File: src/rtl/load_buffer.sv
// Load buffer: parks loads until all bytes are present (forwarded, hit or refilled),
// then writes them back on the CDB with funct3 width/sign handling.
module load_buffer #(
  parameter int LB_DEPTH   = 4,
  parameter int MSHR_IDX_W = 3,
  parameter int BR_MASK_W  = 4,
  parameter int PREG_W     = 6
) (
  input  logic                  clock,
  input  logic                  reset,
  input  logic                  lb_in_valid,
  input  logic [BR_MASK_W-1:0]  lb_in_bm,
  input  logic [PREG_W-1:0]     lb_in_dest,
  input  logic [31:0]           lb_in_addr,
  input  logic [2:0]            lb_in_func,
  input  logic [31:0]           lb_in_result,
  input  logic [3:0]            lb_in_byte_mask,
  input  logic [MSHR_IDX_W-1:0] lb_in_mshr_idx,
  output logic                  lb_full,
  input  logic                  refill_valid,
  input  logic [MSHR_IDX_W-1:0] refill_mshr_idx,
  input  logic [63:0]           refill_data,
  output logic                  wb_valid,
  output logic [PREG_W-1:0]     wb_dest,
  output logic [31:0]           wb_data,
  input  logic                  wb_ready,
  input  logic [BR_MASK_W-1:0]  b_mm_resolve,
  input  logic                  b_mm_mispred
);

  localparam int IDX_W = (LB_DEPTH > 1) ? $clog2(LB_DEPTH) : 1;
  localparam int CNT_W = $clog2(LB_DEPTH + 1);

  typedef enum logic [1:0] {FREE = 2'd0, WAIT = 2'd1, READY = 2'd2} state_t;

  state_t                state_q  [LB_DEPTH];
  state_t                state_d  [LB_DEPTH];
  logic [BR_MASK_W-1:0]  bm_q     [LB_DEPTH];
  logic [BR_MASK_W-1:0]  bm_d     [LB_DEPTH];
  logic [PREG_W-1:0]     dest_q   [LB_DEPTH];
  logic [PREG_W-1:0]     dest_d   [LB_DEPTH];
  logic [2:0]            addr_q   [LB_DEPTH];
  logic [2:0]            addr_d   [LB_DEPTH];
  logic [2:0]            func_q   [LB_DEPTH];
  logic [2:0]            func_d   [LB_DEPTH];
  logic [31:0]           result_q [LB_DEPTH];
  logic [31:0]           result_d [LB_DEPTH];
  logic [3:0]            mask_q   [LB_DEPTH];
  logic [3:0]            mask_d   [LB_DEPTH];
  logic [MSHR_IDX_W-1:0] mshr_q   [LB_DEPTH];
  logic [MSHR_IDX_W-1:0] mshr_d   [LB_DEPTH];

  logic                  lb_full_q;
  logic                  lb_full_d;
  logic                  held_vld_q;
  logic                  held_vld_d;
  logic [IDX_W-1:0]      held_idx_q;
  logic [IDX_W-1:0]      held_idx_d;

  logic [LB_DEPTH-1:0]   kill;
  logic [LB_DEPTH-1:0]   live;
  logic                  any_live;
  logic [IDX_W-1:0]      sel;
  logic                  grant;
  logic                  in_kill;
  logic                  have_free;
  logic [IDX_W-1:0]      alloc_idx;
  logic                  enq;
  logic                  in_hit;
  logic [31:0]           in_result;
  logic [3:0]            in_mask;
  logic [CNT_W-1:0]      occ;

  logic unused_addr_hi;
  assign unused_addr_hi = ^lb_in_addr[31:3];

  function automatic logic [31:0] merge_refill(input logic [31:0] cur, input logic [3:0] mask,
                                               input logic [63:0] line, input logic lane);
    logic [31:0] w;
    logic [31:0] r;
    w = lane ? line[63:32] : line[31:0];
    r = cur;
    for (int b = 0; b < 4; b++)
      if (mask[b]) r[8*b +: 8] = w[8*b +: 8];
    return r;
  endfunction

  function automatic logic [31:0] load_extend(input logic [2:0] func, input logic [1:0] off,
                                              input logic [31:0] word);
    logic [31:0]        sh;
    logic signed [7:0]  s8;
    logic signed [15:0] s16;
    logic signed [31:0] r;
    sh  = word >> {off, 3'b000};
    s8  = $signed(sh[7:0]);
    s16 = $signed(sh[15:0]);
    case (func)
      3'b000:  r = 32'(s8);
      3'b001:  r = 32'(s16);
      3'b100:  r = $signed({24'b0, sh[7:0]});
      3'b101:  r = $signed({16'b0, sh[15:0]});
      default: r = $signed(sh);
    endcase
    return r;
  endfunction

  // Squash detection and writeback selection
  always_comb begin
    in_kill  = b_mm_mispred && (|(lb_in_bm & b_mm_resolve));
    kill     = '0;
    live     = '0;
    any_live = 1'b0;
    sel      = '0;
    for (int i = 0; i < LB_DEPTH; i++) begin
      kill[i] = b_mm_mispred && (state_q[i] != FREE) && (|(bm_q[i] & b_mm_resolve));
      live[i] = (state_q[i] == READY) && !kill[i];
    end
    for (int i = LB_DEPTH - 1; i >= 0; i--) begin
      if (live[i]) begin
        sel      = IDX_W'(i);
        any_live = 1'b1;
      end
    end
    // A refused writeback keeps its slot on the bus until granted or squashed.
    if (held_vld_q && live[held_idx_q]) sel = held_idx_q;
  end

  assign grant    = any_live && wb_ready;
  assign wb_valid = any_live;
  assign wb_dest  = any_live ? dest_q[sel] : '0;
  assign wb_data  = any_live ? load_extend(func_q[sel], addr_q[sel][1:0], result_q[sel]) : '0;
  assign lb_full  = lb_full_q;

  // Allocation and same-cycle refill bypass for the incoming load
  always_comb begin
    have_free = 1'b0;
    alloc_idx = '0;
    for (int i = LB_DEPTH - 1; i >= 0; i--) begin
      if (state_q[i] == FREE) begin
        have_free = 1'b1;
        alloc_idx = IDX_W'(i);
      end
    end
    enq       = lb_in_valid && !lb_full_q && !in_kill && have_free;
    in_hit    = refill_valid && (lb_in_mshr_idx == refill_mshr_idx);
    in_result = in_hit ? merge_refill(lb_in_result, lb_in_byte_mask, refill_data, lb_in_addr[2])
                       : lb_in_result;
    in_mask   = in_hit ? 4'b0000 : lb_in_byte_mask;
  end

  // Entry next-state: squash, then refill / writeback, then enqueue into a free slot
  always_comb begin
    state_d  = state_q;
    bm_d     = bm_q;
    dest_d   = dest_q;
    addr_d   = addr_q;
    func_d   = func_q;
    result_d = result_q;
    mask_d   = mask_q;
    mshr_d   = mshr_q;
    for (int i = 0; i < LB_DEPTH; i++) begin
      if (state_q[i] != FREE) begin
        if (kill[i]) begin
          state_d[i] = FREE;
        end else begin
          bm_d[i] = bm_q[i] & ~b_mm_resolve;
          if (state_q[i] == WAIT && refill_valid && mshr_q[i] == refill_mshr_idx) begin
            result_d[i] = merge_refill(result_q[i], mask_q[i], refill_data, addr_q[i][2]);
            mask_d[i]   = 4'b0000;
            state_d[i]  = READY;
          end else if (grant && sel == IDX_W'(i)) begin
            state_d[i] = FREE;
          end
        end
      end else if (enq && alloc_idx == IDX_W'(i)) begin
        state_d[i]  = (in_mask == 4'b0000) ? READY : WAIT;
        bm_d[i]     = lb_in_bm & ~b_mm_resolve;
        dest_d[i]   = lb_in_dest;
        addr_d[i]   = lb_in_addr[2:0];
        func_d[i]   = lb_in_func;
        result_d[i] = in_result;
        mask_d[i]   = in_mask;
        mshr_d[i]   = lb_in_mshr_idx;
      end
    end
    occ = '0;
    for (int i = 0; i < LB_DEPTH; i++)
      if (state_d[i] != FREE) occ = occ + CNT_W'(1);
    lb_full_d  = (occ == CNT_W'(LB_DEPTH));
    held_vld_d = any_live && !wb_ready;
    held_idx_d = sel;
  end

  // Control state register
  always_ff @(posedge clock) begin
    if (!reset) begin
      for (int i = 0; i < LB_DEPTH; i++) state_q[i] <= FREE;
      lb_full_q  <= 1'b0;
      held_vld_q <= 1'b0;
      held_idx_q <= '0;
    end else begin
      state_q    <= state_d;
      lb_full_q  <= lb_full_d;
      held_vld_q <= held_vld_d;
      held_idx_q <= held_idx_d;
    end
  end

  // Entry payload register
  always_ff @(posedge clock) begin
    bm_q     <= bm_d;
    dest_q   <= dest_d;
    addr_q   <= addr_d;
    func_q   <= func_d;
    result_q <= result_d;
    mask_q   <= mask_d;
    mshr_q   <= mshr_d;
  end

  always_ff @(posedge clock) begin
    if (reset)
      assert (!(lb_in_valid && lb_full_q))
        else $error("load_buffer: enqueue while full, load dropped");
  end

endmodule

File: config.mk
export PLATFORM = sky130hd
export DESIGN_NAME = load_buffer
export DESIGN_NICKNAME = d
export VERILOG_FILES = /design/src/rtl/load_buffer.sv
export SDC_FILE = /design/constraint.sdc
export NUM_CORES = 1
export LEC_CHECK = 0
export CAP_MARGIN = 20
export CORE_MARGIN = 2
export CORE_UTILIZATION = 50
export DETAILED_ROUTE_END_ITERATION = 12
export HOLD_SLACK_MARGIN = 0.03
export PLACE_DENSITY = 0.88
export SLEW_MARGIN = 30
export SYNTH_ARGS = -nofsm -noshare
export SYNTH_HDL_FRONTEND = slang
export SYNTH_SLANG_ARGS = --single-unit
export TNS_END_PERCENT = 50
File: constraint.sdc
create_clock -name clock -period 5 [get_ports clock]
set_input_delay 1.25 -clock clock [delete_from_list [all_inputs] [get_ports clock]]
set_output_delay 1.25 -clock clock [all_outputs]
set_load 0.02 [all_outputs]
# --- After elaboration in Yosys (flattened, before gate mapping) ---
# Cells that the tools add are included.
# W data, S select, Z words.
word_totals:
  regBits: 232
  inputBits: 161
  output_inout_bits: 40
op_classes:
  add_sub_neg: 3
  magnitude_cmp: 2
  n_eq_ne: 47
  n_shift: 1
  n_mux: 130
  n_bitwise: 16
  n_reduce_logical: 96
op_table:
  columns: ["operator", "n"]
  rows:
  - ["$mux W32", 25]
  - ["$mux W8", 20]
  - ["$pmux W32 S4", 1]
  - ["$mux W4", 29]
  - ["$bmux W32 S2", 1]
  - ["$mux W2", 32]
  - ["$reduce_and A4 Y1", 16]
  - ["$and A4 B4 Y4", 10]
  - ["$ne A2 B2 Y1 const B", 20]
  - ["$logic_and A1 B1 Y1", 36]
  - ["$shr A32 B5 Y32", 1]
  - ["$reduce_bool A2 Y1", 12]
  - ["$reduce_or A4 Y1", 5]
  - ["$mux W6", 3]
  - ["$eq A2 B2 Y1 const B", 8]
  - ["$reduce_and A2 Y1", 8]
  - ["$eq A3 B3 Y1", 5]
  - ["$mux W3", 5]
  - ["$bmux W3 S2", 2]
  - ["$bmux W6 S2", 1]
  - ["$eq A2 B1 Y1 const B", 6]
  - ["$logic_not A2 Y1", 6]
  - ["$reduce_and A3 Y1", 4]
  - ["$mux W1", 10]
  - ["13 further kinds", 29]

# --- Depth between registers and ports, before layout ---
logic_depth:
  ltp_word: 25
  depth_mapped: 22

# --- Least setup slack after synthesis ---
# OpenSTA, ideal clock, no wires.
synth_timing:
  path_kind: "in2out"
  startpoint: "in b_mm_resolve[1]"
  endpoint: "out wb_data[10]"
  t_arrival_ns: 4.195
  t_required_ns: 3.750
  setup_slack_ns: -0.445
  stages: 12
  path_buffers: 3
  cell_sequence: "buf_4 a22o_1 o21ai_2 a21boi_0 o221ai_1 o211a_1 buf_6 mux4_2 nor2_8 or4b_1 buf_2 a31oi_1"
synth_via:
  elab_chain_len: 17
synth_rtl:
  columns: ["item", "line", "rtl"]
  rows:
  - ["from (decl)", "27", "input logic [BR_MASK_W-1:0] b_mm_resolve,"]
  - ["$and A4 B4 Y4", "115", "kill[i] = b_mm_mispred && (state_q[i] != FREE) && (|(bm_q[i] & b_mm_resolve));"]
  - ["$reduce_or A4 Y1", "115", null]
  - ["$logic_and A1 B1 Y1", "115", null]
  - ["$logic_not A1 Y1", "116", "live[i] = (state_q[i] == READY) && !kill[i];"]
  - ["$logic_and A1 B1 Y1", "116", null]
  - ["$mux W2 (4 in a row)", "119", "if (live[i]) begin"]
  - ["$mux W2", "125", "if (held_vld_q && live[held_idx_q]) sel = held_idx_q;"]
  - ["$not A2 Y3 (not written as such)", "131", "assign wb_data = any_live ? load_extend(func_q[sel], addr_q[sel][1:0], result_q[sel]) : '0;"]
  - ["$bmux W32 S2 or $bmux W3 S2 (tied branches)", "131", null]
  - ["$mux W32 (not written as such), or another cell as far along (2 in a row)", "131", null]
  - ["$shr A32 B5 Y32, or another cell as far along", "94", "sh = word >> {off, 3'b000};"]
  - ["$pmux W32 S4", "97", "case (func)"]
  - ["$mux W32 (*)", "131", null]
  - ["to (decl)", "25", "output logic [31:0] wb_data,"]
# Mark *: on every way between the ends. The rest lies on a longest branch, timed or not. The select of a mux whose other input is x is not followed.

# --- Worst setup path in the final report ---
layout_timing:
  startpoint: "in b_mm_resolve[0]"
  endpoint: "out wb_data[8]"
# Same word-level chain as after synthesis.

==> results.md <==
* Synth top area cells: edfxtp_1, mux2i_1, a211oi_1
* Final #Nets at 1679
* CTS tree: done
* Most frequent cell after synthesis: edfxtp_1
* Crit end category: primary output
* Critical-path cell list: buf_8 -> a22o_1 -> o21ai_4 -> a211oi_2 -> buf_4 -> o221ai_4 -> o211a_4 -> mux4_2 -> buf_4 -> nor2_8 -> or4b_4 -> buf_4 -> a31oi_4 -> buf_6
* Cts hold-fix bufs at 0
* Synth-to-layout area growth at 33.6%
* CP Data Arrival Time at 4.29 ns
* Die area at 28800 µm²
* FP Rows at 60
* Fin cells at 1866
* Seq/Total Area, Yosys at 49.8%
* Pin count of the biggest net entering global routing at 74
* Antenna violations before repair at 3
* Cell depth of the worst hold path at 2
* Seq cells post-synth at 232
* Post-synth EDFFs at 220
* DRT antenna net count at 0
* Clk buf depth at 3
* Final setup vio count at 38
* Multi-input combinational cell area at 7240 µm²
* GP Congestion at 0.950
* Die Ht at 170 µm
* HP Start: bm_q[10]$_DFFE_PP_
* Primary FF master, synth: edfxtp_1
* DP Worst Slack at -1.45 ns
* Failing checks: negative setup slack
* Chip Width at 170 µm
* Setup TNS at -16.70 ns
* Reg-to-Reg End: lb_full$_SDFF_PN0_
* Mapped Area at 13700 µm²
* Final period util at 111%
* Dpl cells at 1789
* Clock Tree Root: clkbuf_16
* Slowest CP cell: mux4_2
* Final worst slack at -0.536 ns
* Synth Net Count at 1437
* RSZ-0062 raised after global routing: yes
* R2r setup slk at 0.99 ns
* Top cell types by occurrence after synthesis: edfxtp_1, a21oi_1, nor2b_1
* Global-route wire length before repair at 64500 µm
* Layout fillers at 1854
* Hold Vio Cnt, Final at 0
* Clock skew at 0.0129 ns
* MaxCap Viol Count at 0
* WP data required at 3.75 ns
* Count of cell types in the netlist at 60
* Vias in the first global route at 11600
* Final Cell Area at 18400 µm²
* CTS H-tree depth at 1
* Core area at 27000 µm²
* CTS sink count at 232
* HPWL after detailed placement at 28400 µm
* Fin. max-slew vios at 0
* Syn avg cell area at 10.8 µm²
* Via count at 12100
* Synth area leader: edfxtp_1
* Drt via density at 6.49
* Worst-path clk slew at 0.06 ns
* Ports at 201
* Port Buf Inserts at 171
* RR Startpoint: bm_q[1]$_DFFE_PP_
* R2R cell count at 19
* Measured slew at the worst slew-check pin at 0.879 ns
* Hold worst-path end: bm_q[10]$_DFFE_PP_
* Overall power at 4.94 mW
* P per Cell Area at 269 nW/µm²
* Startpoint Class: input pin
* Synth Warn # at 0
* Later-pin clock latency in the skew report at 0.52 ns
* DR WL/cell at 23.3 µm
* Grt ovf at 0
* Max frequency at 181 MHz
* Global Route Usage Sum at 28.7%
* Status: finished, violations left
* Fin crit period at 5.54 ns
* P_leak at 6.28 nW
* Slew margin rel. at 41.4%
* Storage cell area at 6850 µm²
* DR pass1 iterations at 6
* DRC Markers at 0
* Async SR Flop Fraction at 0%
* Instance area after placement at 16800 µm²
* Top cell by count, worst path: buf_4
* Fraction of layout cells with a size suffix above 1 at 22.1%
* Synth Instances at 1271
* Initial DRC Count at 1396
* Maximum vdd ir drop at 234 µV
* Worst setup path class: in2out
* Slowest stage delay, CP at 0.55 ns
* Hold WC Path Type: reg2reg
* Initial Util at 51.0%
* Top cell type's share of synthesized area at 48.1%
* Post-Route WL at 43500 µm
* Worst-path maximum fanout at 6
* CTS Buf Count at 23
==> metal layers <==
layer	up-vias	routed length (µm)	share of wire, %	track usage, %
li1	5347	-	-	-
met1	5767	15600	36	35.6
met2	850	21800	50	50.0
met3	143	4580	11	5.74
met4	0	1550	3.6	10.0
met5	-	0	0	0
==> cell families after synthesis <==
group | after synthesis | synth area share, %
AO/OA/AOI/OAI | 424 | 20.0
XOR/XNOR | 18 | 1.15
adder cells (fa/ha/maj) | 5 | 0.455
buffers and inverters | 111 | 3.52
flip-flops | 232 | 49.8
multiplexers | 134 | 11.7
AND/OR/NAND/NOR | 347 | 13.3
==> worst max-delay path by stage <==
stage | start | end | slack [ns] | cells after the start
global placement | b_mm_resolve[0] | wb_data[11] | -1.35 | 12
CTS | b_mm_resolve[1] | wb_data[21] | -0.55 | 15
finish | b_mm_resolve[0] | wb_data[8] | -0.54 | 14
floorplan | b_mm_resolve[0] | wb_data[10] | -0.27 | 12
detailed placement | b_mm_resolve[0] | wb_data[15] | -1.45 | 12
global route | b_mm_resolve[1] | wb_data[8] | -0.65 | 14
==> layout make-up <==
cell class,instances,share of cell area (%)
multi-input combinational,930,39.5
sequential,232,37.3
timing repair buffer,321,17.4
clock buffer,31,3.30
tap,341,2.32
clock inverter,4,0.129
inverter,5,0.102
antenna,2,0.0273
==> layout by cell type, fill, tap and decap left out, types with 10 or more instances in the layout <==
master             n
nand2_1           81
a211oi_1         129
a21oi_1          189
nor2b_1          141
mux2i_4           10
mux4_2            21
dfxtp_1           12
edfxtp_1         220
buf_4            121
nor2_1            57
o21a_1            19
clkbuf_16         25
buf_12            13
xnor2_1           13
and2_1            11
clkdlybuf4s50_1  133
buf_6             43
mux2i_1           90
==> sequential cells by signal, summed over array words and instances, names as in the netlist <==
register / count
addr_q: 12
bm_q: 16
mshr_q: 12
dest_q: 24
lb_full: 1
held_idx_q: 2
held_vld_q: 1
mask_q: 16
state_q: 8
result_q: 128
func_q: 12
==> critical path: cells and delay by family <==
kind            cells  cell delay [ns]
compound gates      6             1.10
buf+inv             5             0.78
mux                 1             0.55
simple gates        2             0.61
==> per-stage QoR <==
stage                     utilization, %  hold WS [ns]
after floorplan                        -         0.569
after global placement              62.3         0.626
after detailed placement            62.3         0.630
after CTS                           66.7         0.644
after global routing                68.1         0.679
final                               68.1         0.652
==> what timing repair did <==
action | 4_1_cts | 5_1_grt
pin swaps | 36 | 19
gates resized for setup | 270 | 41
endpoints found under the setup margin | 40 | 38
cloned | 2 | 4
buffers inserted | 18 | 19
==> report_power, final <==
| part | switching (mW) | total [mW] | internal, mW | leakage (nW) |
|---|---|---|---|---|
| Sequential | 0.0334 | 2.30 | 2.27 | 2.11 |
| Clock | 0.699 | 1.54 | 0.840 | 0.309 |
| Combinational | 0.607 | 1.11 | 0.498 | 3.86 |
Power figures use the tool's default switching activity.
